==> src/rtl/rr_stream_mux_pkg.sv <==
// mux_pkg: mode encodings and select-width helper shared by the stream mux
package mux_pkg;
  localparam int MODE_RR = 0;
  localparam int MODE_FIXED = 1;
  function automatic int sel_w(input int n);
    return (n > 2) ? $clog2(n) : 1;
  endfunction
endpackage

==> src/rtl/rr_stream_mux_arbiter.sv <==
// rr_arbiter: round-robin or fixed-priority grant with packet lock override
module rr_arbiter import mux_pkg::*; #(
  parameter int N = 4,
  parameter int MODE = MODE_RR,
  localparam int SEL_W = sel_w(N)
) (
  input  logic [N-1:0]     req,
  input  logic [SEL_W-1:0] ptr,
  input  logic             lock,
  input  logic [SEL_W-1:0] lock_idx,
  output logic [N-1:0]     grant,
  output logic [SEL_W-1:0] idx
);
  logic             hit;
  logic [SEL_W-1:0] cand;
  // scan from the far end so the candidate nearest the start point wins; lock overrides
  always_comb begin
    idx = '0;
    hit = 1'b0;
    cand = '0;
    for (int k = N - 1; k >= 0; k--) begin
      cand = SEL_W'((MODE == MODE_FIXED) ? k : (int'(ptr) + k) % N);
      if (req[cand]) begin
        idx = cand;
        hit = 1'b1;
      end
    end
    if (lock) begin
      idx = lock_idx;
      hit = req[lock_idx];
    end
    grant = hit ? (N'(1) << idx) : '0;
  end
endmodule

==> src/rtl/rr_stream_mux.sv <==
// rr_stream_mux: N-channel valid/ready arbiter feeding a one-stage output register
module rr_stream_mux import mux_pkg::*; #(
  parameter int N = 4,
  parameter int WIDTH = 8,
  parameter int MODE = MODE_RR,
  parameter int PACKET = 0,
  localparam int SEL_W = sel_w(N)
) (
  input  logic               clk,
  input  logic               rst_n,
  input  logic [N-1:0]       in_valid,
  input  logic [N*WIDTH-1:0] in_data,
  input  logic [N-1:0]       in_last,
  output logic [N-1:0]       in_ready,
  output logic               out_valid,
  output logic [WIDTH-1:0]   out_data,
  output logic [SEL_W-1:0]   out_sel,
  output logic               out_last,
  input  logic               out_ready
);
  logic             can_load, acc, beat_last;
  logic [N-1:0]     grant;
  logic [SEL_W-1:0] idx, idx_inc;
  logic             out_valid_q, out_valid_d, out_last_q, out_last_d;
  logic [WIDTH-1:0] out_data_q, out_data_d;
  logic [SEL_W-1:0] out_sel_q, out_sel_d, ptr_q, ptr_d, lock_idx_q, lock_idx_d;
  logic             lock_q, lock_d;

  rr_arbiter #(.N(N), .MODE(MODE)) u_arb (
    .req(in_valid), .ptr(ptr_q), .lock(lock_q), .lock_idx(lock_idx_q),
    .grant(grant), .idx(idx)
  );

  // readiness is held low during reset so no beat is offered while state is clearing
  assign can_load  = !out_valid_q || out_ready;
  assign in_ready  = (rst_n && can_load) ? grant : '0;
  assign acc       = |in_ready;
  assign beat_last = in_last[idx];
  assign idx_inc   = (idx == SEL_W'(N - 1)) ? '0 : idx + 1'b1;

  // next-state for output register, rr pointer and packet lock
  always_comb begin
    out_valid_d = acc ? 1'b1 : (out_ready ? 1'b0 : out_valid_q);
    out_data_d  = acc ? in_data[idx*WIDTH +: WIDTH] : out_data_q;
    out_sel_d   = acc ? idx : out_sel_q;
    out_last_d  = acc ? beat_last : out_last_q;
    ptr_d       = (acc && (PACKET == 0 || beat_last)) ? idx_inc : ptr_q;
    lock_d      = (acc && PACKET != 0) ? !beat_last : lock_q;
    lock_idx_d  = acc ? idx : lock_idx_q;
  end

  // state registers with asynchronous clear
  always_ff @(posedge clk or negedge rst_n) begin
    if (!rst_n) begin
      out_valid_q <= 1'b0;
      out_data_q  <= '0;
      out_sel_q   <= '0;
      out_last_q  <= 1'b0;
      ptr_q       <= '0;
      lock_q      <= 1'b0;
      lock_idx_q  <= '0;
    end else begin
      out_valid_q <= out_valid_d;
      out_data_q  <= out_data_d;
      out_sel_q   <= out_sel_d;
      out_last_q  <= out_last_d;
      ptr_q       <= ptr_d;
      lock_q      <= lock_d;
      lock_idx_q  <= lock_idx_d;
    end
  end

  assign out_valid = out_valid_q;
  assign out_data  = out_data_q;
  assign out_sel   = out_sel_q;
  assign out_last  = out_last_q;
endmodule

==> config.mk <==
export PLATFORM = sky130hd
export DESIGN_NAME = rr_stream_mux
export DESIGN_NICKNAME = d
export VERILOG_FILES = /design/src/rtl/rr_stream_mux_pkg.sv /design/src/rtl/rr_stream_mux_arbiter.sv /design/src/rtl/rr_stream_mux.sv
export SDC_FILE = /design/constraint.sdc
export NUM_CORES = 1
export LEC_CHECK = 0
export CAP_MARGIN = 20
export CORE_ASPECT_RATIO = 0.75
export CORE_MARGIN = 3
export CORE_UTILIZATION = 36
export CTS_BUF_LIST = sky130_fd_sc_hd__clkbuf_2
export DETAILED_ROUTE_END_ITERATION = 16
export GPL_ROUTABILITY_DRIVEN = 0
export MAX_ROUTING_LAYER = met4
export PLACE_DENSITY = 0.79
export SETUP_SLACK_MARGIN = 0.5
export SLEW_MARGIN = 0
export SYNTH_ARGS = -nofsm -noshare
export SYNTH_HDL_FRONTEND = slang
export SYNTH_SLANG_ARGS = --single-unit
==> constraint.sdc <==
create_clock -name clk -period 2.9 [get_ports clk]
set_clock_uncertainty 0.1 [all_clocks]
set_input_delay 0.725 -clock clk [delete_from_list [all_inputs] [get_ports clk]]
set_output_delay 0.725 -clock clk [all_outputs]
set_load 0.05 [all_outputs]
==> reports/results.tsv <==
stage	metric	value	unit
yosys	Yosys reg bits	14	
global_routing	vias in the first global route	1334	
timing	period utilization	92.30	%
setup_path	Worst path top cell family by delay	simple AND/OR/NAND/NOR gates	
detailed_routing	ANT nets after route	0	
clock_network	maximum root-to-sink buffer count	2	
global_routing	global-route wire length before repair	6382	um
yosys	post-synth top area cell	dfrtp_1	
detailed_routing	Post-route DRC	0	
global_routing	GRT Overall Usage	24.69	%
clock_network	total CTS buffers	3	
timing	Pins Over Slew Limit	0	
detailed_routing	Vias/cell	5.637	
global_routing	pin count of the biggest net entering global routing	19	
pwr	Power per Cell Area	945.8	nW/um2
setup_path	Worst Path Required	2080	ps
cells_and_area	Layout area overhead	88.81	%
setup_path	Worst Setup End Kind	primary output	
pwr	Leakage	0.0008174	uW
hold_path	Hold Path Class	reg2reg	
setup_path	crit-path cells	buf_8 -> nor3b_4 -> a211oi_4 -> or2_4 -> clkinv_4 -> ha_4 -> and2_4 -> buf_8	
cells_and_area	Net count, final	232	
timing	# setup viols final	0	
detailed_routing	routed len/inst	18.74	um
setup_path	CP bufs+invs	3	
placed_design	# port buffers	58	
clock_network	clk_lat worst skew	260	ps
pwr	clock share of power	4.6	%
timing	Final Hold Violating Endpoints	0	
outcome	status	finished, final reports clean	
cells_and_area	commonest non-fill, non-tap cell in the layout	clkdlybuf4s50_1	
clock_network	TritonCTS clock tree	built	
die	# IOs	59	
pwr	switching pwr	926.7	uW
yosys	Synth area leaders	dfrtp_1 (33%), mux2_4 (11%), o21ai_0 (8.5%)	
cells_and_area	layout cells sized above 1	37.43	%
detailed_routing	via count	1257	
yosys	Yosys warning count	0	
placed_design	hpwl dp	3018	um
timing	max_slew headroom	65.49	%
pwr	Pint	970.3	uW
detailed_routing	DRT Pass-1 Iters	6	
detailed_routing	Routed WL	4178	um
yosys	Net Count, Synth	154	
setup_path	crit-path max cell delay	280	ps
timing	slew of the pin with the lowest slew margin	516.0	ps
cells_and_area	n_diodes	0	
run	Max-Cap Viols	0	
pwr	Sw Share	48.85	%
setup_path	reg2reg setup slack	520	ps
cells_and_area	Layout Utilization	74.21	%
global_routing	antenna violations before repair	0	
timing	RSZ-0062 raised after global routing	yes	
timing	Worst Setup Slack, final	223.2	ps
pwr	total power	1897	uW
detailed_routing	initial DRC count	65	
placed_design	placed insts	212	
die	initial core utilization	39.31	%
global_routing	grt total ovfl	0	
clock_network	hold_buf cts	0	
yosys	sequential area share after synthesis	32.98	%
pwr	Comb power frac	75.4	%
timing	Min Clock Period, post-route	2677	ps
die	die width	68.73	um
die	core area	2703	um2
clock_network	CTS sink count	14	
placed_design	Place WS	-327.5	ps
setup_path	CP max stage cell	or2_4	
timing	Max Clk Rate	373.6	MHz
setup_path	crit path DAT	1850	ps
die	Die Y	53.05	um
setup_path	startpoint types	input pin	
cells_and_area	commonest cells after routing, fill and taps aside	clkdlybuf4s50_1 (47), buf_4 (20), o21ai_0 (18)	
timing	setup TNS	0	ps
die	FP Rows	16	
setup_path	critical path class	in2out	
clock_network	H-tree Lvls	1	
yosys	Synth Cell Area	1062	um2
setup_path	Crit Path Max Fanout	4	
pwr	Max VDD drop	791.8	uV
cells_and_area	final std cells w/o fill	223	
pwr	Sequential Power Share	20.0	%
clock_network	Worst-path clk slew	120	ps
yosys	share of the synthesized area in the top cell type	32.98	%
yosys	Post-Syn Instances	110	
yosys	Yosys cell types	29	
yosys	mean area per synthesized cell	9.657	um2
setup_path	Most common cell on crit path	buf_8	
clock_network	CTS Root Cell	clkbuf_2	
die	die area	3646	um2
## cells in the mapped netlist
cell,n
o21ai_0,18
dfrtp_1,14
a311oi_1,9
a32oi_1,9
nand3_1,9
mux2_4,8
clkbuf_1,6
inv_1,5
nor2_1,4
mux2_2,3
nand2_1,3
a21o_1,2
buf_6,2
nand2b_1,2
o21a_1,2
a211oi_2,1
a21oi_1,1
a221oi_1,1
a2bb2oi_2,1
and2_1,1
and3_1,1
buf_2,1
ha_1,1
mux2i_1,1
nor3b_2,1
o22ai_1,1
o2bb2ai_1,1
o31a_4,1
or2_1,1
## cells by family (layout without fill, tap and decap cells)
kind of cell / count (synthesis) / in the layout / share of synthesized area [%]
AO/OA/AOI/OAI: 47 / 48 / 33.10
AND/OR/NAND/NOR: 22 / 22 / 10.84
adder cells (fa/ha/maj): 1 / 1 / 1.178
buffers and inverters: 14 / 90 / 6.478
multiplexers: 12 / 12 / 15.43
flip-flops: 14 / 14 / 32.98
## timing repair
action                     4_1_cts  5_1_grt
setup endpoints to repair       18       13
buffers inserted                 3        3
resized for setup               46        3
cloned                           1        0
pin swaps                        9        5
## power by group through the flow
stage	registers [uW]	logic, uW	clock network [uW]
global placement	373	1290	0
CTS	387	1380	88.5
detailed placement	380	1320	0
floorplan	662	591	0
global route	392	1510	98.4
finish	379	1430	87.4
## area by class of cell
class                   instances  area, um2
clock buffers                   3      15.01
clock inverters                 1      3.754
fillers                       193      696.9
inverters                       5      23.77
multi-input cells              83      755.7
flip-flops and latches         14      352.8
well taps                      36      45.04
repair buffers                 81      809.5
## final timing paths
check,from,endpoint,cells past startpoint
max,in_valid[1],in_ready[3],8
min,out_data[5],out_data[5],1
max reg2reg,ptr_q[1],out_data[4],9
min reg2reg,out_data[5],out_data[5],1
max in group asynchronous,rst_n,ptr_q[1],2
min in group asynchronous,rst_n,out_last,2
## sequential cells by signal, indices dropped and copies added, names as in the netlist
name	cells
ptr_q	2
out_valid	1
out_last	1
out_sel	2
out_data	8
## per-stage QoR
stage | instance area (um2) | hold WS (ps)
global route | 2006 | 426.9
floorplan | 1142 | 329.4
global placement | 1859 | 385.6
CTS | 1977 | 422.2
detailed placement | 1859 | 392.2
finish | 2006 | 423.9
## per-layer routing
metal	track usage (%)	vias up	share of wire [%]
met5	-	-	0
met4	9.385	0	1.6
met3	6.157	10	6.7
met2	41.36	59	51
met1	28.53	599	40
li1	-	589	-
Power figures use the tool's default switching activity.
